`src/rtl/l15_data_ram_arbiter_pkg.sv`:
```
// Shared types and width helpers for the L1.5 data RAM arbiter.
// Build option: L15_DATA_INIT_EN enables the post-reset zero-fill sequencer.
package l15_data_arb_pkg;

   typedef enum logic {
      INIT = 1'b0,
      RUN  = 1'b1
   } arb_state_e;

   // Index width that stays legal (>=1 bit) for a count of n items.
   function automatic int unsigned idx_width(input int unsigned n);
      return (n <= 1) ? 1 : $clog2(n);
   endfunction

endpackage

```
`src/rtl/l15_data_ram_arbiter_if.sv`:
```
// Requester, refill and RAM-side signals of the L1.5 data RAM arbiter.
interface l15_data_ram_arbiter_if #(
   parameter int unsigned NB_READERS = 4,
   parameter int unsigned DATA_WIDTH = 128,
   parameter int unsigned ADDR_WIDTH = 6
);
   localparam int unsigned BE_W = DATA_WIDTH / 8;

   logic [NB_READERS-1:0]                 rd_req_i;
   logic [NB_READERS-1:0][ADDR_WIDTH-1:0] rd_addr_i;
   logic [NB_READERS-1:0]                 rd_gnt_o;
   logic [NB_READERS-1:0]                 rd_rvalid_o;
   logic [DATA_WIDTH-1:0]                 rd_rdata_o;
   logic                                  wr_req_i;
   logic [ADDR_WIDTH-1:0]                 wr_addr_i;
   logic [DATA_WIDTH-1:0]                 wr_data_i;
   logic [BE_W-1:0]                       wr_be_i;
   logic                                  wr_gnt_o;
   logic                                  ram_req_o;
   logic                                  ram_write_o;
   logic [ADDR_WIDTH-1:0]                 ram_addr_o;
   logic [DATA_WIDTH-1:0]                 ram_wdata_o;
   logic [BE_W-1:0]                       ram_be_o;
   logic [DATA_WIDTH-1:0]                 ram_rdata_i;
   logic                                  init_done_o;

   // Arbiter side.
   modport slave (
      input  rd_req_i, rd_addr_i, wr_req_i, wr_addr_i, wr_data_i, wr_be_i, ram_rdata_i,
      output rd_gnt_o, rd_rvalid_o, rd_rdata_o, wr_gnt_o,
             ram_req_o, ram_write_o, ram_addr_o, ram_wdata_o, ram_be_o, init_done_o
   );

   // Requesters plus RAM wrapper side.
   modport master (
      output rd_req_i, rd_addr_i, wr_req_i, wr_addr_i, wr_data_i, wr_be_i, ram_rdata_i,
      input  rd_gnt_o, rd_rvalid_o, rd_rdata_o, wr_gnt_o,
             ram_req_o, ram_write_o, ram_addr_o, ram_wdata_o, ram_be_o, init_done_o
   );

endinterface

```
`src/rtl/l15_data_ram_arbiter_rr_picker.sv`:
```
// Combinational round-robin pick: first set request at or above ptr_i, wrapping.
module l15_rr_picker
   import l15_data_arb_pkg::*;
#(
   parameter int unsigned N = 4
) (
   input  logic [N-1:0]              req_i,
   input  logic [idx_width(N)-1:0]   ptr_i,
   output logic [N-1:0]              gnt_o,
   output logic [idx_width(N)-1:0]   idx_o,
   output logic                      valid_o
);
   localparam int unsigned PW = idx_width(N);

   always_comb begin
      logic [PW-1:0] k;
      gnt_o   = '0;
      idx_o   = '0;
      valid_o = 1'b0;
      k       = '0;
      for (int unsigned i = 0; i < N; i++) begin
         k = PW'((32'(ptr_i) + i) % N);
         if (!valid_o && req_i[k]) begin
            gnt_o[k] = 1'b1;
            idx_o    = k;
            valid_o  = 1'b1;
         end
      end
   end

endmodule

```
`src/rtl/l15_data_ram_arbiter.sv`:
```
// Single-port L1.5 data RAM arbiter: bounded-priority refill writes, round-robin reads.
// Build option: L15_DATA_INIT_EN adds a post-reset zero-fill of the whole RAM.
module l15_data_ram_arbiter
   import l15_data_arb_pkg::*;
#(
   parameter int unsigned NB_READERS   = 4,
   parameter int unsigned DATA_WIDTH   = 128,
   parameter int unsigned ADDR_WIDTH   = 6,
   parameter int unsigned MAX_WR_BURST = 4
) (
   input  logic                  clk,
   input  logic                  rst,
   l15_data_ram_arbiter_if.slave bus
);
   localparam int unsigned PTR_W = idx_width(NB_READERS);
   localparam int unsigned CNT_W = idx_width(MAX_WR_BURST + 1);

   logic [PTR_W-1:0]      rr_ptr_q, rr_ptr_d;
   logic [CNT_W-1:0]      wr_cnt_q, wr_cnt_d;
   logic [NB_READERS-1:0] rvalid_q, rvalid_d;
   logic [NB_READERS-1:0] pick_gnt;
   logic [PTR_W-1:0]      pick_idx;
   logic                  pick_valid;
   logic                  run_c;
   logic                  wr_win_c;

`ifdef L15_DATA_INIT_EN
   arb_state_e            state_q, state_d;
   logic [ADDR_WIDTH-1:0] init_addr_q, init_addr_d;
`endif

   l15_rr_picker #(.N(NB_READERS)) u_rr_picker (
      .req_i   (bus.rd_req_i),
      .ptr_i   (rr_ptr_q),
      .gnt_o   (pick_gnt),
      .idx_o   (pick_idx),
      .valid_o (pick_valid)
   );

   assign bus.rd_rvalid_o = rvalid_q;
   assign bus.rd_rdata_o  = bus.ram_rdata_i;

   // Next-state and RAM port drive; everything is forced idle while rst is high.
   always_comb begin
      rr_ptr_d        = rr_ptr_q;
      wr_cnt_d        = wr_cnt_q;
      rvalid_d        = '0;
      run_c           = 1'b0;
      wr_win_c        = 1'b0;
      bus.rd_gnt_o    = '0;
      bus.wr_gnt_o    = 1'b0;
      bus.ram_req_o   = 1'b0;
      bus.ram_write_o = 1'b0;
      bus.ram_addr_o  = '0;
      bus.ram_wdata_o = '0;
      bus.ram_be_o    = '0;
      bus.init_done_o = 1'b1;
`ifdef L15_DATA_INIT_EN
      state_d         = state_q;
      init_addr_d     = init_addr_q;
      bus.init_done_o = (state_q == RUN);
      run_c           = !rst && (state_q == RUN);
      if (!rst && (state_q == INIT)) begin
         bus.ram_req_o   = 1'b1;
         bus.ram_write_o = 1'b1;
         bus.ram_addr_o  = init_addr_q;
         bus.ram_be_o    = '1;
         init_addr_d     = init_addr_q + ADDR_WIDTH'(1);
         if (init_addr_q == '1) begin
            state_d = RUN;
         end
      end
`else
      run_c = !rst;
`endif
      if (run_c) begin
         // A pending read only blocks the refill once the burst budget is spent.
         wr_win_c = bus.wr_req_i && !(pick_valid && (wr_cnt_q == CNT_W'(MAX_WR_BURST)));
         if (wr_win_c) begin
            bus.wr_gnt_o    = 1'b1;
            bus.ram_req_o   = 1'b1;
            bus.ram_write_o = 1'b1;
            bus.ram_addr_o  = bus.wr_addr_i;
            bus.ram_wdata_o = bus.wr_data_i;
            bus.ram_be_o    = bus.wr_be_i;
         end else if (pick_valid) begin
            bus.rd_gnt_o   = pick_gnt;
            bus.ram_req_o  = 1'b1;
            bus.ram_addr_o = bus.rd_addr_i[pick_idx];
            rvalid_d       = pick_gnt;
            rr_ptr_d       = (32'(pick_idx) == NB_READERS - 1) ? '0 : pick_idx + PTR_W'(1);
         end
         if (!pick_valid || !wr_win_c) begin
            wr_cnt_d = '0;
         end else if (wr_cnt_q != CNT_W'(MAX_WR_BURST)) begin
            wr_cnt_d = wr_cnt_q + CNT_W'(1);
         end
      end
   end

   always_ff @(posedge clk or posedge rst) begin
      if (rst) begin
         rr_ptr_q <= '0;
         wr_cnt_q <= '0;
         rvalid_q <= '0;
      end else begin
         rr_ptr_q <= rr_ptr_d;
         wr_cnt_q <= wr_cnt_d;
         rvalid_q <= rvalid_d;
      end
   end

`ifdef L15_DATA_INIT_EN
   always_ff @(posedge clk or posedge rst) begin
      if (rst) begin
         state_q     <= INIT;
         init_addr_q <= '0;
      end else begin
         state_q     <= state_d;
         init_addr_q <= init_addr_d;
      end
   end
`endif

endmodule

```
`src/flat_wrapper.sv`:
```
// flat-port wrapper written by rule: the top's interface ports become plain ports
module l15_data_ram_arbiter_flat import l15_data_arb_pkg::*;
#(
   parameter int unsigned NB_READERS   = 4,
   parameter int unsigned DATA_WIDTH   = 128,
   parameter int unsigned ADDR_WIDTH   = 6,
   parameter int unsigned MAX_WR_BURST = 4
)
  (clk, rst, bus_rd_req_i, bus_rd_addr_i, bus_wr_req_i, bus_wr_addr_i, bus_wr_data_i, bus_wr_be_i, bus_ram_rdata_i, bus_rd_gnt_o, bus_rd_rvalid_o, bus_rd_rdata_o, bus_wr_gnt_o, bus_ram_req_o, bus_ram_write_o, bus_ram_addr_o, bus_ram_wdata_o, bus_ram_be_o, bus_init_done_o);
  l15_data_ram_arbiter_if #(.NB_READERS(NB_READERS), .DATA_WIDTH(DATA_WIDTH), .ADDR_WIDTH(ADDR_WIDTH)) bus_i ();
  input  logic clk;
  input  logic rst;
  input wire logic [$bits(bus_i.rd_req_i)-1:0] bus_rd_req_i;
  input wire logic [$bits(bus_i.rd_addr_i)-1:0] bus_rd_addr_i;
  input wire logic [$bits(bus_i.wr_req_i)-1:0] bus_wr_req_i;
  input wire logic [$bits(bus_i.wr_addr_i)-1:0] bus_wr_addr_i;
  input wire logic [$bits(bus_i.wr_data_i)-1:0] bus_wr_data_i;
  input wire logic [$bits(bus_i.wr_be_i)-1:0] bus_wr_be_i;
  input wire logic [$bits(bus_i.ram_rdata_i)-1:0] bus_ram_rdata_i;
  output wire logic [$bits(bus_i.rd_gnt_o)-1:0] bus_rd_gnt_o;
  output wire logic [$bits(bus_i.rd_rvalid_o)-1:0] bus_rd_rvalid_o;
  output wire logic [$bits(bus_i.rd_rdata_o)-1:0] bus_rd_rdata_o;
  output wire logic [$bits(bus_i.wr_gnt_o)-1:0] bus_wr_gnt_o;
  output wire logic [$bits(bus_i.ram_req_o)-1:0] bus_ram_req_o;
  output wire logic [$bits(bus_i.ram_write_o)-1:0] bus_ram_write_o;
  output wire logic [$bits(bus_i.ram_addr_o)-1:0] bus_ram_addr_o;
  output wire logic [$bits(bus_i.ram_wdata_o)-1:0] bus_ram_wdata_o;
  output wire logic [$bits(bus_i.ram_be_o)-1:0] bus_ram_be_o;
  output wire logic [$bits(bus_i.init_done_o)-1:0] bus_init_done_o;
  assign bus_i.rd_req_i = bus_rd_req_i;
  assign bus_i.rd_addr_i = bus_rd_addr_i;
  assign bus_i.wr_req_i = bus_wr_req_i;
  assign bus_i.wr_addr_i = bus_wr_addr_i;
  assign bus_i.wr_data_i = bus_wr_data_i;
  assign bus_i.wr_be_i = bus_wr_be_i;
  assign bus_i.ram_rdata_i = bus_ram_rdata_i;
  assign bus_rd_gnt_o = bus_i.rd_gnt_o;
  assign bus_rd_rvalid_o = bus_i.rd_rvalid_o;
  assign bus_rd_rdata_o = bus_i.rd_rdata_o;
  assign bus_wr_gnt_o = bus_i.wr_gnt_o;
  assign bus_ram_req_o = bus_i.ram_req_o;
  assign bus_ram_write_o = bus_i.ram_write_o;
  assign bus_ram_addr_o = bus_i.ram_addr_o;
  assign bus_ram_wdata_o = bus_i.ram_wdata_o;
  assign bus_ram_be_o = bus_i.ram_be_o;
  assign bus_init_done_o = bus_i.init_done_o;
  l15_data_ram_arbiter #(.NB_READERS(NB_READERS), .DATA_WIDTH(DATA_WIDTH), .ADDR_WIDTH(ADDR_WIDTH), .MAX_WR_BURST(MAX_WR_BURST)) u_core (.clk(clk), .rst(rst), .bus(bus_i));
endmodule
```
`config.mk`:
```
export PLATFORM = sky130hd
export DESIGN_NAME = l15_data_ram_arbiter_flat
export DESIGN_NICKNAME = d
export VERILOG_FILES = /design/src/rtl/l15_data_ram_arbiter_pkg.sv /design/src/rtl/l15_data_ram_arbiter_if.sv /design/src/rtl/l15_data_ram_arbiter_rr_picker.sv /design/src/rtl/l15_data_ram_arbiter.sv /design/src/flat_wrapper.sv
export SDC_FILE = /design/constraint.sdc
export NUM_CORES = 1
export LEC_CHECK = 0
export CORE_AREA = 2 2 235 237
export CTS_CLUSTER_DIAMETER = 200
export DETAILED_ROUTE_END_ITERATION = 7
export DIE_AREA = 0 0 237 239
export GPL_TIMING_DRIVEN = 0
export PLACE_DENSITY = 0.38
export SYNTH_ARGS = -nofsm -noshare
export SYNTH_HDL_FRONTEND = slang
export SYNTH_SLANG_ARGS = --single-unit
export TNS_END_PERCENT = 1
```
`constraint.sdc`:
```
create_clock -name clk -period 4.2 [get_ports clk]
set_clock_uncertainty 0.15 [all_clocks]
set_input_delay 0.42 -clock clk [delete_from_list [all_inputs] [get_ports clk]]
set_output_delay 0.42 -clock clk [all_outputs]
set_load 0.02 [all_outputs]
```
# Word level (Yosys, flattened, before mapping)
# Index checks and enable logic that the tools add are counted.
# Widths: inputs -> output; s select.
[totals]
output_inout_bits = 290
wordCells = 92
inputBits = 309
mem_count = 0
mem_bits_rw = 0
latchBits = 0
ff_bits = 9
romBits = 0
[op_classes]
n_reduce_logical = 19
div_mod_pow = 0
eq_ne = 3
n_mul = 0
muxes = 48
n_addsub = 5
bitwise_logic = 5
shift = 0
magnitude_cmp = 9
[ops]
columns = ["operator", "n"]
rows = [
  ["$mux 128", 2],
  ["$mux 16", 2],
  ["$mux 4", 7],
  ["$mux 6", 4],
  ["$mux 1", 17],
  ["$lt 2x3->1 const B", 5],
  ["$bmux 6 s2", 1],
  ["$or 4x4->4", 3],
  ["$mux 2", 5],
  ["$logic_and 1x1->1", 9],
  ["$bmux 1 s2", 4],
  ["$demux 1 s2", 4],
  ["$ge 2x1->1 const B", 4],
  ["$logic_not 1->1", 6],
  ["$mux 3", 2],
  ["$add 2x1->2 const B", 2],
  ["$add 2x2->2 const B", 2],
  ["$add 3x1->3 const B", 1],
  ["$eq 3x3->1 const B", 1],
  ["$ne 3x3->1 const B", 1],
  ["$reduce_and 3->1", 1],
  ["$eq 2x2->1 const B", 1],
  ["$not 1->1", 2],
  ["$reduce_and 2->1", 1],
  ["other kinds (2)", 2],
]

# Longest topological paths before layout
# Gate-level depths: netlist (run 1).
[depth]
depth_word = 19
ltp_mapped = 10
ltp_nobuf = 7

# By module
# From an unflattened synthesis (run 1), not the netlist that was laid out.
[hier_totals]
cells_unflattened = 389
area_unflattened_um2 = 3057.9
[by_module_without_submodules]
columns = ["mod", "instances", "area_per_inst_um2", "cells_per_inst", "seq_area_each_um2"]
rows = [
  ["l15_data_ram_arbiter", 1, 2638.8, 344, 225.2],
  ["l15_rr_picker", 1, 419.2, 45, 0.0],
]

# Worst setup path after synthesis (run 1)
# No wires, ideal clock.
[synth_timing]
path_kind = "register to output"
from = "register u_core.rr_ptr_q[0]"
to = "output bus_ram_addr_o[0]"
required_time_ps = 3630
path_stages_with_launch = 10
path_slack_ps = 559
arrival_time_ps = 3071
cell_sequence = "dfrtp_1 > buf_6 > clkbuf_1 > inv_1 > ha_1 > mux4_2 > and2b_1 > a22o_1 > nand2_1 > a311oi_1"
[synth_between]
elab_chain_cells = 17
elab_cells_between_ends = 33
classes_between = "3 x add/sub; 21 x mux; 9 x reduce/logical"
[synth_rtl]
columns = ["item", "line", "text"]
rows = [
  ["from (decl)", "l15_data_ram_arbiter.sv:18", "logic [PTR_W-1:0] rr_ptr_q, rr_ptr_d;"],
  ["from (signal assigned)", "l15_data_ram_arbiter.sv:107", "rr_ptr_q <= rr_ptr_d;"],
  ["branches (longest 15 deep; another with $add 2x1->2)", "-", ""],
  ["$mux 6 *", "l15_data_ram_arbiter.sv:79", "if (wr_win_c) begin"],
  ["$mux 6 *", "l15_data_ram_arbiter.sv:76", "if (run_c) begin"],
  ["to (decl)", "flat_wrapper.sv:26", "output wire logic [$bits(bus_i.ram_addr_o)-1:0] bus_ram_addr_o;"],
]
# Mark *: on every way between the ends. The select of a mux whose other input is x is not followed.

# Worst setup path in the final report (run 1)
[layout_timing]
from = "register u_core.rr_ptr_q[0]"
to = "output bus_ram_addr_o[4]"
# Same word-level chain as after synthesis.

==> results of run 1 <==
timing repair:
item,4_1_cts,5_1_grt
pin swaps,0,1
buffers inserted,0,3
endpoints found under the setup margin,140,96
resized for setup,35,20
cloned,0,0
power groups by stage:
stage	clock network, W	logic [W]	registers (W)
2_1_floorplan	0	0.00115	0.000143
3_3_place_gp	0	0.00199	0.000138
3_5_place_dp	0	0.00199	0.000138
4_1_cts	0.000170	0.00208	0.000138
5_1_grt	0.000179	0.00226	0.000143
6_report	0.000166	0.00212	0.000139
cell usage in the layout, fill, tap and decap left out, types with 6 or more instances in the layout:
cell / instances
ha_1: 8
o2bb2ai_1: 6
nor2b_1: 12
clkdlybuf4s50_1: 462
inv_1: 6
clkbuf_2: 10
o21ai_0: 12
buf_4: 134
a221oi_1: 6
mux2_4: 6
a21oi_1: 19
nor3b_1: 6
dfrtp_1: 8
mux2_2: 8
clkbuf_1: 15
mux2_1: 6
and2_1: 145
nand2_1: 17
sequential cells by signal, summed over array words and instances, names as in the netlist:
name                    cells
u_core.rr_ptr_q             2
u_core.wr_cnt_q             3
u_core.bus.rd_rvalid_o      4
kinds of logic (layout without fill, tap and decap cells):
logic type | Yosys count | count (layout) | share of synthesized area [%]
AO/OA/AOI/OAI | 76 | 76 | 15.4
XOR/XNOR | 2 | 2 | 0.486
adder cells (fa/ha/maj) | 9 | 9 | 3.12
buffers and inverters | 168 | 645 | 31.6
flip-flops | 9 | 9 | 6.24
multiplexers | 25 | 25 | 9.29
other | 1 | 4 | 0.104
AND/OR/NAND/NOR | 199 | 199 | 33.8
final cells by class:
cell class | instances | area [sq um] | share of cell area [%]
tap | 704 | 881 | 9.36
inverter | 7 | 30.0 | 0.319
clock buffer | 4 | 78.8 | 0.838
multi-input combinational | 312 | 2330 | 24.8
antenna | 3 | 7.51 | 0.0798
buffer | 161 | 1140 | 12.1
timing repair buffer | 473 | 4720 | 50.1
sequential | 9 | 226 | 2.41
path summary, 6_finish.rpt:
check                                   start            endpoint  slack [ns]  cells after the start
setup / recovery           u_core.rr_ptr_q[0]   bus_ram_addr_o[4]      0.0009                     10
hold / removal             u_core.wr_cnt_q[2]  u_core.wr_cnt_q[2]        0.34                      1
setup reg to reg           u_core.rr_ptr_q[0]  u_core.rr_ptr_q[1]        1.20                      8
hold reg to reg            u_core.wr_cnt_q[2]  u_core.wr_cnt_q[2]        0.34                      1
max in group asynchronous                 rst  u_core.rr_ptr_q[0]        3.02                      2
min in group asynchronous                 rst  u_core.wr_cnt_q[1]        0.53                      2
per-stage QoR:
step                total power (W)  cells  utilization, %  TNS, ns  hold slack (ns)
floorplan                   0.00130    489               -        0            0.137
global placement            0.00213   1662            16.9   -26.39            0.328
detailed placement          0.00213   1662            16.9   -24.22            0.332
CTS                         0.00238   1666            17.2   -0.216            0.338
global route                0.00258   1671            17.3   -0.907            0.397
finish                      0.00243   1673            17.3        0            0.336
layer usage:
layer / routed length, um / GRT usage (%)
met2: 13900 / 15.4
met3: 2570 / 3.42
met1: 10700 / 10.2
met5: 121 / 0
met4: 290 / 0.844
worst register-to-register path, cell delays in order (launching register included):
cell,delay (ns)
dfrtp_2,0.41
buf_6,0.17
clkbuf_4,0.25
clkinvlp_4,0.21
ha_4,0.37
a31oi_1,0.11
o21ai_1,0.86
xnor2_1,0.13
o311ai_1,0.25
==> metrics.csv, run 1 <==
metric,value,unit
grt_pass1_wl,36000,um
first_pass_iters,4,
worstSetupPathType,reg -> out,
detailed_place_hpwl,24200,um
synth_edf_count,0,
relSlewSlack,26.3,%
cpMaxStageDelayCell,a311oi_1,
ctsHoldBuffers,0,
period_share,100,%
crit_buf_inv,4,
cts-buffers-inserted,3,
via_count,5128,
required,3.63,ns
num_rows,86,
drive_above_1_share,20.0,%
crit_family,buffers and inverters,
grt_max_degree,15,
via_per_inst,3.07,
grt_usage,8.71,%
antenna_left,0,
io_buffers,469,
initialDrtViolationCount,173,
start_util,6.64,%
max_freq,0.238,GHz
endpoint_kind,output pin,
pin_count,599,
ys_ff_latch,9,
drc,0,
pwr_density_cell,258,mW/mm^2
yosys_warnings,0,
synthTopCellsByArea,"buf_4 27%, and2_1 25%, dfrtp_1 6.2%",
ir_drop,0.152,mV
syn_area,0.00361,sq mm
cp_max_fo,10,
start_kind,flop,
maxCapViolCount,0,
synth_cell_types,53,
synthTopCellsByCount,"145 x and2_1, 130 x buf_4, 24 x clkbuf_1",
cts_tree,done,
path_clk_slew,0.04,ns
fp.coreArea,0.0543,sq mm
pwr-share-clk,6.8,%
syn_to_final_growth,161,%
nNetsFinal,1285,
synth_area_leader_cell,buf_4,
p_sw,0.00116,W
synthFlopType,dfrtp_1,
drt_wl_total,27500,um
die_w,237,um
root_buffer,clkbuf_16,
cp.arrival,3.63,ns
power.sequential.fraction,5.7,%
ys_async_sr_fraction,100,%
power_leakage,3.58,nW
max_stage_delay,0.45,ns
ys_seq_area_share,6.24,%
htreeDepth,1,
dieHeight,239,um
fin_ws,0.000891,ns
sw_frac_of_total,48.0,%
syn_inst,489,
antenna_found_initial,12,
synth_top_area_share,27.0,%
final_hold_viol_count,0,
holdCritPathClass,reg -> reg,
comb_power_share,87.5,%
fill_cells,6084,
wire_per_inst,16.4,um
gr-total-overflow,0,
synth.avg_cell_area,7.38,sq um
slew_violations,0,
clock_sinks,9,
clockBufferDepth,2,
synth_most_common_cell,and2_1,
fin_crit,4.20,ns
tightest_slew,1.10,ns
p_int,0.00126,W
clock_latency,0.23,ns
dieArea,0.0566,sq mm
gp_congestion,0.803,
path_cells,buf_6 > clkbuf_4 > clkinvlp_4 > ha_4 > mux4_2 > o21bai_4 > nor2_2 > o21ai_0 > a311oi_1 > clkdlybuf4s15_1,
setup_viol,0,
grt_pass1_vias,5060,
place_area,0.00918,sq mm
syn_nets,807,
rsz0062_at_grt,yes,
finish.instance_area,0.00941,sq mm
status,finished clean,
dp_slack,-0.953,ns
Power figures use the tool's default switching activity.
==> inputs of run 2 (changes only) <==
--- a/config.mk
+++ b/config.mk
@@ -11,6 +11,7 @@
 export DIE_AREA = 0 0 237 239
 export GPL_TIMING_DRIVEN = 0
 export PLACE_DENSITY = 0.38
+export SLEW_MARGIN = 20
 export SYNTH_ARGS = -nofsm -noshare
 export SYNTH_HDL_FRONTEND = slang
 export SYNTH_SLANG_ARGS = --single-unit
==> metrics.csv, run 2 (synthesis results as in run 1) <==
metric,value,unit,change
status,finished clean,,unchanged
cpMaxStageDelayCell,dlygate4sd2_1,,was a311oi_1
gp_congestion,0.803,,unchanged
antenna_left,0,,unchanged
path_clk_slew,0.04,ns,about the same
largest_reg_flops,4,,unchanged
drc,0,,unchanged
clock_latency,0.23,ns,about the same
power_leakage,3.65,nW,was 3.58 nW
relSlewSlack,29.8,%,was 26.3%
ctsHoldBuffers,0,,unchanged
htreeDepth,1,,unchanged
dieArea,0.0566,sq mm,unchanged
dp.cells,1662,,unchanged
path_cells,buf_6 > buf_4 > clkinvlp_4 > ha_4 > mux4_2 > o21bai_4 > nor2_2 > o21ai_0 > a311oi_2 > dlygate4sd2_1,,was buf_6 > clkbuf_4 > clkinvlp_4 > ha_4 > mux4_2 > o21bai_4 > nor2_2 > o21ai_0 > a311oi_1 > clkdlybuf4s15_1
worstSetupPathType,reg -> out,,unchanged
grt_usage,8.80,%,was 8.71%
tightest_slew,1.05,ns,was 1.10 ns
cts-buffers-inserted,3,,unchanged
fill_cells,6123,,was 6084
cp_max_fo,10,,unchanged
detailed_place_hpwl,24200,um,about the same
p_sw,0.00117,W,was 0.00116 W
ir_drop,0.145,mV,was 0.152 mV
pwr-share-clk,7.0,%,was 6.8%
io_buffers,469,,unchanged
final_core_util,17.4,%,was 17.3%
final_cell_mix,"458 x clkdlybuf4s50_1, 145 x and2_1, 134 x buf_4, 18 x a21oi_1, 17 x nand2_1",,"was 462 x clkdlybuf4s50_1, 145 x and2_1, 134 x buf_4, 19 x a21oi_1, 17 x nand2_1"
comb_power_share,87.3,%,was 87.5%
syn_to_final_growth,161,%,about the same
start_util,6.64,%,unchanged
antenna_found_initial,12,,unchanged
fp.coreArea,0.0543,sq mm,unchanged
max_stage_delay,0.42,ns,was 0.45 ns
initialDrtViolationCount,132,,was 173
place_area,0.00919,sq mm,was 0.00918 sq mm
nNetsFinal,1283,,was 1285
wire_per_inst,16.4,um,about the same
drive_above_1_share,20.3,%,was 20.0%
rsz0062_at_grt,yes,,unchanged
final_hold_viol_count,0,,unchanged
clockBufferDepth,2,,unchanged
via_count,5081,,was 5128
via_per_inst,3.04,,was 3.07
p_int,0.00126,W,about the same
period_share,98.5,%,was 100%
root_buffer,clkbuf_16,,unchanged
grt_pass1_vias,5104,,was 5060
drt_wl_total,27500,um,about the same
dieHeight,239,um,unchanged
regToRegStartpoint,u_core.rr_ptr_q[0],,unchanged
pwr_density_cell,258,mW/mm^2,about the same
endpoint_kind,output pin,,unchanged
mostFrequentLayoutCell,clkdlybuf4s50_1,,unchanged
startpoint,u_core.rr_ptr_q[0],,unchanged
slew_violations,0,,unchanged
gr-total-overflow,0,,unchanged
sw_frac_of_total,48.1,%,was 48.0%
die_w,237,um,unchanged
power.sequential.fraction,5.7,%,about the same
cp.arrival,3.57,ns,was 3.63 ns
clock_sinks,9,,unchanged
pin_count,599,,unchanged
required,3.63,ns,about the same
num_rows,86,,unchanged
finish.instance_area,0.00943,sq mm,was 0.00941 sq mm
setup_viol,0,,unchanged
fin_cells,1672,,was 1673
maxCapViolCount,0,,unchanged
fin_crit,4.14,ns,was 4.20 ns
hold_start,u_core.wr_cnt_q[2],,unchanged
max_freq,0.242,GHz,was 0.238 GHz
first_pass_iters,4,,unchanged
start_kind,flop,,unchanged
holdCritPathClass,reg -> reg,,unchanged
grt_max_degree,15,,unchanged
cts_tree,done,,unchanged
grt_pass1_wl,36400,um,was 36000 um
[run 2: area by class of cell]
class	count	area, sq um	share of cell area [%]
Multi-Input combinational cell	312	2350	25.0
Buffer	161	1140	12.1
Clock buffer	4	78.8	0.836
Sequential cell	9	226	2.40
Tap cell	704	881	9.34
Timing Repair Buffer	471	4710	50.0
Inverter	7	30.0	0.318
Antenna cell	4	10.0	0.106
[run 2: worst paths after layout]
kind | end | slack (ns) | depth (start not counted)
max | bus_ram_addr_o[5] | 0.06 | 10
min | u_core.wr_cnt_q[2] | 0.34 | 1
max reg2reg | u_core.rr_ptr_q[1] | 1.25 | 8
min reg2reg | u_core.wr_cnt_q[2] | 0.34 | 1
max in group asynchronous | u_core.rr_ptr_q[0] | 2.99 | 2
min in group asynchronous | u_core.wr_cnt_q[2] | 0.54 | 2
[run 2: timing repair]
| item | 4_1_cts | 5_1_grt |
|---|---|---|
| endpoints found under the setup margin | 140 | 114 |
| buffers inserted | 0 | 2 |
| pin swaps | 0 | 1 |
| resized for setup | 39 | 26 |
[run 2: worst max-delay path, delay by kind of cell, from the launching register on]
| family | cells | cell delay (ns) |
|---|---|---|
| flip-flops | 1 | 0.40 |
| adder cells (fa/ha/maj) | 1 | 0.37 |
| buffers and inverters | 4 | 1.02 |
| AO/OA/AOI/OAI | 3 | 0.83 |
| multiplexers | 1 | 0.40 |
| AND/OR/NAND/NOR | 1 | 0.29 |
[run 2: routing by layer]
metal / GRT usage (%) / up-vias / wire length, um
met4: 0.422 / 18 / 163
met2: 15.7 / 266 / 14000
met1: 10.4 / 2310 / 10600
met5: 0 / - / 110
li1: - / 2457 / -
met3: 3.45 / 30 / 2590
[run 2: stage by stage]
step                      hold slack (ns)  setup slack (ns)  TNS [ns]  total power [W]
after floorplan                     0.137             0.559         0          0.00130
after global placement              0.328            -0.983    -26.39          0.00213
after detailed placement            0.334            -0.983    -26.64          0.00213
after CTS                           0.346           -0.0389    -0.121          0.00238
after global routing                0.390            -0.102    -0.446          0.00260
final                               0.336            0.0637         0          0.00243
[run 2: power groups by stage]
| stage | sequential [W] | combinational, W | clock, W |
|---|---|---|---|
| finish | 0.000139 | 0.00212 | 0.000169 |
| detailed placement | 0.000138 | 0.00199 | 0 |
| global route | 0.000143 | 0.00227 | 0.000182 |
| floorplan | 0.000143 | 0.00115 | 0 |
| CTS | 0.000138 | 0.00207 | 0.000172 |
| global placement | 0.000138 | 0.00199 | 0 |
==> inputs of run 3 (changes only) <==
--- a/config.mk
+++ b/config.mk
@@ -5,10 +5,11 @@
 export SDC_FILE = /design/constraint.sdc
 export NUM_CORES = 1
 export LEC_CHECK = 0
-export CORE_AREA = 2 2 235 237
+export CAP_MARGIN = 20
+export CORE_AREA = 2 2 232 234
 export CTS_CLUSTER_DIAMETER = 200
 export DETAILED_ROUTE_END_ITERATION = 7
-export DIE_AREA = 0 0 237 239
+export DIE_AREA = 0 0 234 236
 export GPL_TIMING_DRIVEN = 0
 export PLACE_DENSITY = 0.38
 export SLEW_MARGIN = 20
==> constraint.sdc (replaced) <==
create_clock -name clk -period 4.9 [get_ports clk]
set_clock_uncertainty 0.15 [all_clocks]
set_input_delay 0.49 -clock clk [delete_from_list [all_inputs] [get_ports clk]]
set_output_delay 0.49 -clock clk [all_outputs]
set_load 0.02 [all_outputs]
==> metrics.csv, run 3 (synthesis results as in run 1) <==
metric,value,unit,change
dieArea,0.0552,sq mm,was 0.0566 sq mm
cp_max_fo,10,,unchanged
mostFrequentLayoutCell,clkdlybuf4s50_1,,unchanged
dieHeight,236,um,was 239 um
via_count,4996,,was 5081
clockBufferDepth,2,,unchanged
reg2regPathDepth,9,,was 8
tightest_slew,0.768,ns,was 1.05 ns
dp.cells,1654,,was 1662
drt_wl_total,27800,um,was 27500 um
path_cells,buf_6 > clkbuf_2 > inv_1 > ha_1 > mux4_2 > and2b_1 > a22o_1 > nand2_1 > a311oi_1 > dlygate4sd2_1,,was buf_6 > buf_4 > clkinvlp_4 > ha_4 > mux4_2 > o21bai_4 > nor2_2 > o21ai_0 > a311oi_2 > dlygate4sd2_1
pwr_density_cell,211,mW/mm^2,was 258 mW/mm^2
drive_above_1_share,17.3,%,was 20.3%
gr-total-overflow,0,,unchanged
multi_input_area,0.00226,sq mm,was 0.00235 sq mm
holdCritPathClass,reg -> reg,,unchanged
seq_area,225,sq um,was 226 sq um
fin_ws,0.332,ns,was 0.0637 ns
crit_buf_inv,4,,unchanged
pin_count,599,,unchanged
clock_sinks,9,,unchanged
cts_tree,done,,unchanged
worstSetupPathType,reg -> out,,unchanged
root_buffer,clkbuf_16,,unchanged
cts-buffers-inserted,3,,unchanged
cpMaxStageDelayCell,ha_1,,was dlygate4sd2_1
fp.coreArea,0.0531,sq mm,was 0.0543 sq mm
wire_per_inst,16.8,um,was 16.4 um
antenna_found_initial,9,,was 12
hold_slack,0.334,ns,was 0.336 ns
initialDrtViolationCount,149,,was 132
start_util,6.80,%,was 6.64%
gp_congestion,0.753,,was 0.803
detailed_place_hpwl,24800,um,was 24200 um
final_hold_viol_count,0,,unchanged
required,4.26,ns,was 3.63 ns
cp.depth,10,,unchanged
power_leakage,3.54,nW,was 3.65 nW
cp.arrival,3.93,ns,was 3.57 ns
maxCapViolCount,0,,unchanged
path_clk_slew,0.04,ns,about the same
dp_slack,-0.277,ns,was -0.983 ns
endpoint_kind,output pin,,unchanged
final_cell_mix,"463 x clkdlybuf4s50_1, 145 x and2_1, 130 x buf_4, 24 x clkbuf_1, 19 x a21oi_1",,"was 458 x clkdlybuf4s50_1, 145 x and2_1, 134 x buf_4, 18 x a21oi_1, 17 x nand2_1"
fin_crit,4.57,ns,
io_buffers,469,,unchanged
start_kind,flop,,unchanged
crit_family,buffers and inverters,,unchanged
largest_reg_flops,4,,unchanged
num_rows,85,,was 86
final_core_util,17.5,%,was 17.4%
fill_cells,5945,,was 6123
rsz0062_at_grt,no,,was yes
grt_pass1_vias,4994,,was 5104
syn_to_final_growth,157,%,was 161%
ir_drop,0.139,mV,was 0.145 mV
antenna_left,0,,unchanged
die_w,234,um,was 237 um
slew_violations,0,,unchanged
first_pass_iters,4,,unchanged
fin_cells,1660,,was 1672
clock_latency,0.23,ns,about the same
max_stage_delay,0.50,ns,was 0.42 ns
setup_viol,0,,unchanged
via_per_inst,3.01,,was 3.04
htreeDepth,1,,unchanged
post-cts-setup-buffers,0,,unchanged
power,0.00195,W,was 0.00243 W
status,finished clean,,unchanged
drc,0,,unchanged
nNetsFinal,1281,,was 1283
min_path_cells,1,,unchanged
period_share,93.2,%,
max_freq,0.219,GHz,
grt_usage,9.37,%,was 8.80%
relSlewSlack,48.7,%,was 29.8%
grt_pass1_wl,37600,um,was 36400 um
grt_max_degree,15,,unchanged
==> run 3: layer usage <==
metal  track usage (%)  wire length, um  vias to the layer above
met2              16.3            13900                      254
met4             0.403               85                       14
met5                 0               84                        -
li1                  -                -                     2446
met3              4.24             3050                       20
met1              11.0            10700                     2262
==> run 3: final cells by class <==
cell class / count / share of cell area [%]
antenna: 2 / 0.0540
buffer: 161 / 12.0
clock buffer: 4 / 0.851
inverter: 7 / 0.284
multi-input combinational: 312 / 24.4
sequential: 9 / 2.43
tap: 696 / 9.40
timing repair buffer: 469 / 50.5
==> run 3: metrics by stage <==
step                      instance area (sq um)  setup TNS (ns)
after global placement                     9170          -0.810
final                                      9270               0
after global routing                       9260               0
after detailed placement                   9180          -0.559
after floorplan                            3610               0
after CTS                                  9250               0
==> run 3: report_power, final <==
part / internal [W] / switching [W]
Sequential: 0.0000935 / 0.0000233
Combinational: 0.000812 / 0.000884
Clock: 0.000109 / 0.0000334
Total: 0.00101 / 0.000941
==> run 3: worst paths after layout <==
path / end / slack, ns / from
setup / recovery: bus_ram_addr_o[1] / 0.33 / u_core.rr_ptr_q[0]
hold / removal: u_core.wr_cnt_q[2] / 0.33 / u_core.wr_cnt_q[2]
setup reg to reg: u_core.bus.rd_rvalid_o[1] / 1.69 / u_core.rr_ptr_q[0]
hold reg to reg: u_core.wr_cnt_q[2] / 0.33 / u_core.wr_cnt_q[2]
max in group asynchronous: u_core.bus.rd_rvalid_o[3] / 3.68 / rst
min in group asynchronous: u_core.wr_cnt_q[1] / 0.61 / rst
==> run 3: what timing repair did <==
action / in CTS / in global routing
hold buffers: 0 / 0
endpoints found under the setup margin: 6 / 10
resized for setup: 6 / 9
==> run 3: worst register-to-register path, delay by kind of cell (launching register included) <==
family / cells / cell delay [ns]
compound gates: 3 / 0.50
fa+ha+maj: 1 / 0.50
buf+inv: 3 / 0.69
flops: 1 / 0.43
mux: 1 / 0.44
simple gates: 1 / 0.39
==> RTL edit 1: new RTL, config.mk and constraints of run 3 <==
Build with the macro `L15_DATA_INIT_EN` defined.
--- a/src/rtl/l15_data_ram_arbiter.sv
+++ b/src/rtl/l15_data_ram_arbiter.sv
@@ -1,5 +1,7 @@
 // Single-port L1.5 data RAM arbiter: bounded-priority refill writes, round-robin reads.
 // Build option: L15_DATA_INIT_EN adds a post-reset zero-fill of the whole RAM.
+`define L15_DATA_INIT_EN
+
 module l15_data_ram_arbiter
    import l15_data_arb_pkg::*;
 #(
Formal check against the unedited RTL: not equivalent (a bounded check fails within 4 cycles, from zero or initial values and one cycle with rst high).
==> RTL edit 1 against run 3 <==
  * Total power up 2.1%
  * Count of clock-buffer cells in the layout unchanged
  * Via count up 7.5%
  * Register-to-register slack better by 60 ps
  * Area after synthesis up 6.6%
  * Sequential power up 92%
  * Sequential cell count up 7
  * Routed wire length down 7.0%
  * Setup slack better by 110 ps
  * Die area unchanged
  * Worst hold slack better by 5.9 ps
  * Critical endpoint is now bus_rd_gnt_o[1]
  * Critical path type unchanged
  * Design area up 2.5%
  * Final cell count up 0.60%
==> RTL edit 1: results (changes against run 3) <==
* Routability congestion estimate at 0.766 (+1.7%)
* Inst Count DP at 1666 (+0.73%)
* Routed WL per cell at 15.5 um (-7.5%)
* Gr usage total at 8.63% (-0.74 points)
* Starting DRT DRC Count at 239 (+60%)
* Initial antenna violation count at 2 (-7)
* Setup Viol. Count Final at 0 (unchanged)
* Crit-path slowest cell: clkdlybuf4s50_1
* Synth area leaders: buf_4 (26%), and3_1 (21%), dfrtp_1 (10%), ha_1 (3.3%), a21o_1 (3.1%)
* Least-Margin Pin Slew at 999 ps (+231 ps)
* First-pass GRT wire length at 35.9 mm (-4.4%)
* Post-synth cell types at 60 (+13%)
* Inserted Diodes at 0 (-2)
* Pleak at 4.14 nW (+17%)
* CP max stage delay at 680 ps (+180 ps)
* Vias in the first global route at 5474 (+9.6%)
* Largest net degree at the start of global routing at 19 (+4)
* Yosys Warn Count at 0 (unchanged)
* Sequential fraction of the synthesis area at 10.4% (+4.2 points)
* Synthesized netlist net count at 820 (+1.6%)
* # nets final at 1294 (+1.0%)
* Post-Route WL at 25.9 mm (-7.0%)
* Synth top cells by count: buf_4 (132), and3_1 (129), clkbuf_1 (25)
* Share of cells above drive strength 1 at 18.5% (+1.2 points)
* Psw at 0.926 mW (-1.6%)
* DP Area at 9410 sq um (+2.5%)
* Status: completed
* Fillers at 5955 (+0.17%)
## RTL edit 1: power groups by stage
| stage | logic, mW | clock network, mW | registers, mW |
|---|---|---|---|
| final | 1.59 | 0.185 | 0.225 |
| after global placement | 1.60 | 0 | 0.229 |
| after detailed placement | 1.60 | 0 | 0.229 |
| after global routing | 1.71 | 0.199 | 0.234 |
| after CTS | 1.61 | 0.195 | 0.227 |
| after floorplan | 0.951 | 0 | 0.215 |
## RTL edit 1: cells by family after synthesis
kind of cell	share of synthesized area [%]
mux	5.21
flops	10.4
simple gates	29.8
xor+xnor	1.37
fa+ha+maj	3.25
compound gates	18.6
buf+inv	31.4
## RTL edit 1: cell type report
class                   instances  area [sq um]  share of cell area (%)
plain buffers                 174          1170                    12.3
clock buffers                   4          88.8                   0.935
flip-flops and latches         16           400                    4.21
well taps                     696           871                    9.17
multi-input cells             301          2240                    23.6
repair buffers                469          4690                    49.4
inverters                      10          37.5                   0.395
## RTL edit 1: metal layers
metal / part of all wire [%] / vias up / GRT usage [%]
li1: - / 2605 / -
met1: 41 / 2458 / 10.6
met2: 49 / 293 / 15.4
met3: 8.4 / 13 / 1.99
met4: 1.2 / 2 / 1.52
met5: 0.042 / - / 0
## RTL edit 1: final timing paths
path	start	end	slack, ps	depth (start not counted)
min reg2reg	u_core.init_addr_q[5]	u_core.init_addr_q[5]	340	1
min in group asynchronous	rst	u_core.init_addr_q[1]	530	2
max	u_core.rr_ptr_q[0]	bus_rd_gnt_o[1]	440	11
max in group asynchronous	rst	u_core.init_addr_q[3]	3590	2
max reg2reg	u_core.rr_ptr_q[0]	u_core.bus.rd_rvalid_o[1]	1750	10
min	u_core.init_addr_q[5]	u_core.init_addr_q[5]	340	1
==> RTL edit 2: new RTL, flow settings as in run 3 <==
Made on the original files. `NB_READERS` is set to 4 in 3 places; all go to 3.
--- a/src/rtl/l15_data_ram_arbiter_if.sv
+++ b/src/rtl/l15_data_ram_arbiter_if.sv
@@ -1,6 +1,6 @@
 // Requester, refill and RAM-side signals of the L1.5 data RAM arbiter.
 interface l15_data_ram_arbiter_if #(
-   parameter int unsigned NB_READERS = 4,
+   parameter int unsigned NB_READERS = 3,
    parameter int unsigned DATA_WIDTH = 128,
    parameter int unsigned ADDR_WIDTH = 6
 );
--- a/src/rtl/l15_data_ram_arbiter.sv
+++ b/src/rtl/l15_data_ram_arbiter.sv
@@ -3,7 +3,7 @@
 module l15_data_ram_arbiter
    import l15_data_arb_pkg::*;
 #(
-   parameter int unsigned NB_READERS   = 4,
+   parameter int unsigned NB_READERS   = 3,
    parameter int unsigned DATA_WIDTH   = 128,
    parameter int unsigned ADDR_WIDTH   = 6,
    parameter int unsigned MAX_WR_BURST = 4
--- a/src/flat_wrapper.sv
+++ b/src/flat_wrapper.sv
@@ -1,7 +1,7 @@
 // flat-port wrapper written by rule: the top's interface ports become plain ports
 module l15_data_ram_arbiter_flat import l15_data_arb_pkg::*;
 #(
-   parameter int unsigned NB_READERS   = 4,
+   parameter int unsigned NB_READERS   = 3,
    parameter int unsigned DATA_WIDTH   = 128,
    parameter int unsigned ADDR_WIDTH   = 6,
    parameter int unsigned MAX_WR_BURST = 4
Ports: changed (resized bus_rd_addr_i, bus_rd_gnt_o, bus_rd_req_i and bus_rd_rvalid_o); port bits go from 599 to 590. The function was not compared with the original's and may differ.
==> RTL edit 2 against run 3 <==
  * Design area decreased by 7.5%
  * Critical path depth increased by 1
  * Utilization decreased by 1.3 points
  * Total power decreased by 3.6%
  * Register-to-register slack improved by 130 ps
  * Setup slack improved by 190 ps
  * Area after synthesis decreased by 17%
  * Sequential cell count decreased by 1
  * Routed wire length decreased by 25%
  * Combinational power decreased by 4%
  * Critical endpoint is now bus_ram_wdata_o[59]
  * Largest power group unchanged
  * Highest routed layer unchanged
==> RTL edit 2: results (changes against run 3) <==
* Status: completed
* Synthesized netlist net count at 726 (-10%)
* Worst-skew pair later-pin latency at 230 ps (about the same)
* Synth top cells by count: and2_1 (144), buf_4 (131), inv_1 (13)
* Reg-to-reg startpoint: u_core.rr_ptr_q[1]
* Pleak at 3.30 nW (-6.7%)
* Total CTS buffers at 3 (unchanged)
* Post-synthesis adder-cell area fraction at 2.51% (-0.61 points)
* Min-Delay Startpoint: u_core.wr_cnt_q[2]
* DR vias/cell at 2.84 (-5.5%)
* PostCTS Resize Cnt at 0 (-6)
* Max Root-Sink Buffers at 2 (unchanged)
* First-pass GRT wire length at 28.7 mm (-24%)
* Postcts setup bufs at 3 (+3)
* DP HPWL at 19.0 mm (-23%)
* Top delay family on crit path: buffers and inverters
* Reg-to-reg endpoint: u_core.rr_ptr_q[1]
* Synth area leaders: buf_4 (33%), and2_1 (30%), dfrtp_1 (6.7%), ha_1 (2.5%), a311oi_1 (2.0%)
* Crit path DAT at 3740 ps (-190 ps)
* CP max stage delay at 680 ps (+180 ps)
* Initial antenna violation count at 9 (unchanged)
* Worst vdd rail ir drop at 93.0 uV (-33%)
* Crit-path slowest cell: clkdlybuf4s50_1
* Sequential fraction of the synthesis area at 6.69% (+0.45 points)
* Clock transition at path regs at 40 ps (about the same)
* HP Class: register to register
* Root Buffer: clkbuf_16
* # nets final at 1194 (-6.8%)
* Most common flop cell mapped by yosys: dfrtp_1
* Gr usage total at 6.85% (-2.5 points)
* Yosys Warn Count at 0 (unchanged)
* Least-Margin Pin Slew at 868 ps (+100 ps)
* WHS Path Cells at 1 (unchanged)
* XOR/XNOR share of the synthesized area at 0% (-0.49 points)
* Synth Area in Compound Gates at 15.1% (-0.29 points)
* Worst reg-to-reg setup slack at 1820 ps (+130 ps)
* Routed WL per cell at 13.2 um (-21%)
* DP Area at 8470 sq um (-7.8%)
* Post-synth cell types at 45 (-15%)
* Hold path endpoint: u_core.wr_cnt_q[2]
* H-tree depth at 1 (unchanged)
* Setup Viol. Count Final at 0 (unchanged)
* DR pass1 iterations at 4 (unchanged)
* Fillers at 6023 (+1.3%)
* Vias in the first global route at 4518 (-9.5%)
* R2R cell count at 8 (-1)
* Largest net degree at the start of global routing at 15 (unchanged)
* Routability congestion estimate at 0.710 (-5.7%)
* Starting DRT DRC Count at 133 (-11%)
* Port Buffers at 460 (-1.9%)
* Post-synthesis async set-or-reset flop share at 100% (unchanged)
* Share of cells above drive strength 1 at 17.3% (+0.052 points)
* Post-synthesis mux area share at 2.01% (-7.3 points)
RTL edit 2: cell types whose count changed after synthesis, moves of 8 or more:
cell / delta
mux2_2: -8
nor2b_1: -9
nand2_1: -14
a21oi_1: -16
clkbuf_1: -14
RTL edit 2: where the power goes:
| group | total [mW] | switching (mW) | internal (mW) |
|---|---|---|---|
| Combinational | 1.64 | 0.844 | 0.799 |
| Clock | 0.140 | 0.0344 | 0.105 |
| Sequential | 0.101 | 0.0140 | 0.0867 |
RTL edit 2: cells by family after synthesis:
logic type,count (synthesis)
flops,8
simple gates,173
compound gates,59
other cells,1
fa+ha+maj,6
buf+inv,166
mux,5
RTL edit 2: worst max-delay path by stage:
| stage | start | end | slack (ps) | depth (start not counted) |
|---|---|---|---|---|
| 2_1_floorplan | u_core.rr_ptr_q[1] | bus_ram_be_o[10] | 1790 | 8 |
| 3_3_place_gp | bus_rd_req_i[1] | bus_ram_wdata_o[59] | 40 | 8 |
| 3_5_place_dp | bus_rd_req_i[1] | bus_ram_wdata_o[59] | 30 | 8 |
| 4_1_cts | u_core.rr_ptr_q[1] | bus_ram_addr_o[4] | 440 | 11 |
| 5_1_grt | u_core.rr_ptr_q[1] | bus_ram_addr_o[4] | 200 | 11 |
| 6_report | u_core.rr_ptr_q[1] | bus_ram_wdata_o[59] | 520 | 11 |
RTL edit 2: final cells by class:
cell class / count / area (sq um) / area share [%]
Timing Repair Buffer: 463 / 4630 / 54.0
Inverter: 13 / 48.8 / 0.569
Multi-Input combinational cell: 244 / 1660 / 19.3
Clock buffer: 3 / 75.1 / 0.876
Tap cell: 696 / 871 / 10.2
Buffer: 153 / 1090 / 12.7
Antenna cell: 2 / 5.00 / 0.0584
Sequential cell: 8 / 200 / 2.34
RTL edit 2: metrics by stage:
| stage | instances | total power, mW | setup slack [ps] | util, % | hold slack [ps] |
|---|---|---|---|---|---|
| 5_1_grt | 1580 | 2.03 | 201 | 16.1 | 414 |
| 3_5_place_dp | 1574 | 1.76 | 32.9 | 16.0 | 373 |
| 2_1_floorplan | 418 | 0.980 | 1790 | - | 203 |
| 6_report | 1582 | 1.88 | 523 | 16.1 | 384 |
| 4_1_cts | 1580 | 1.92 | 437 | 16.1 | 381 |
| 3_3_place_gp | 1574 | 1.77 | 36.3 | 16.0 | 369 |
RTL edit 2: worst register-to-register path, cell delays in order (launching register included):
cell and delay (ps):
dfrtp_1 410, inv_1 90, ha_1 140, clkbuf_1 270, mux2i_1 400, o21ai_1 270
o31ai_1 810, a211oi_1 130, a32o_1 310
RTL edit 2: layer usage:
layer | vias up | share of wire, % | GRT usage (%)
li1 | 2173 | - | -
met1 | 2005 | 39 | 7.91
met2 | 281 | 50 | 12.6
met3 | 22 | 10 | 2.50
met4 | 16 | 0.23 | 0.211
met5 | - | 0.57 | 0
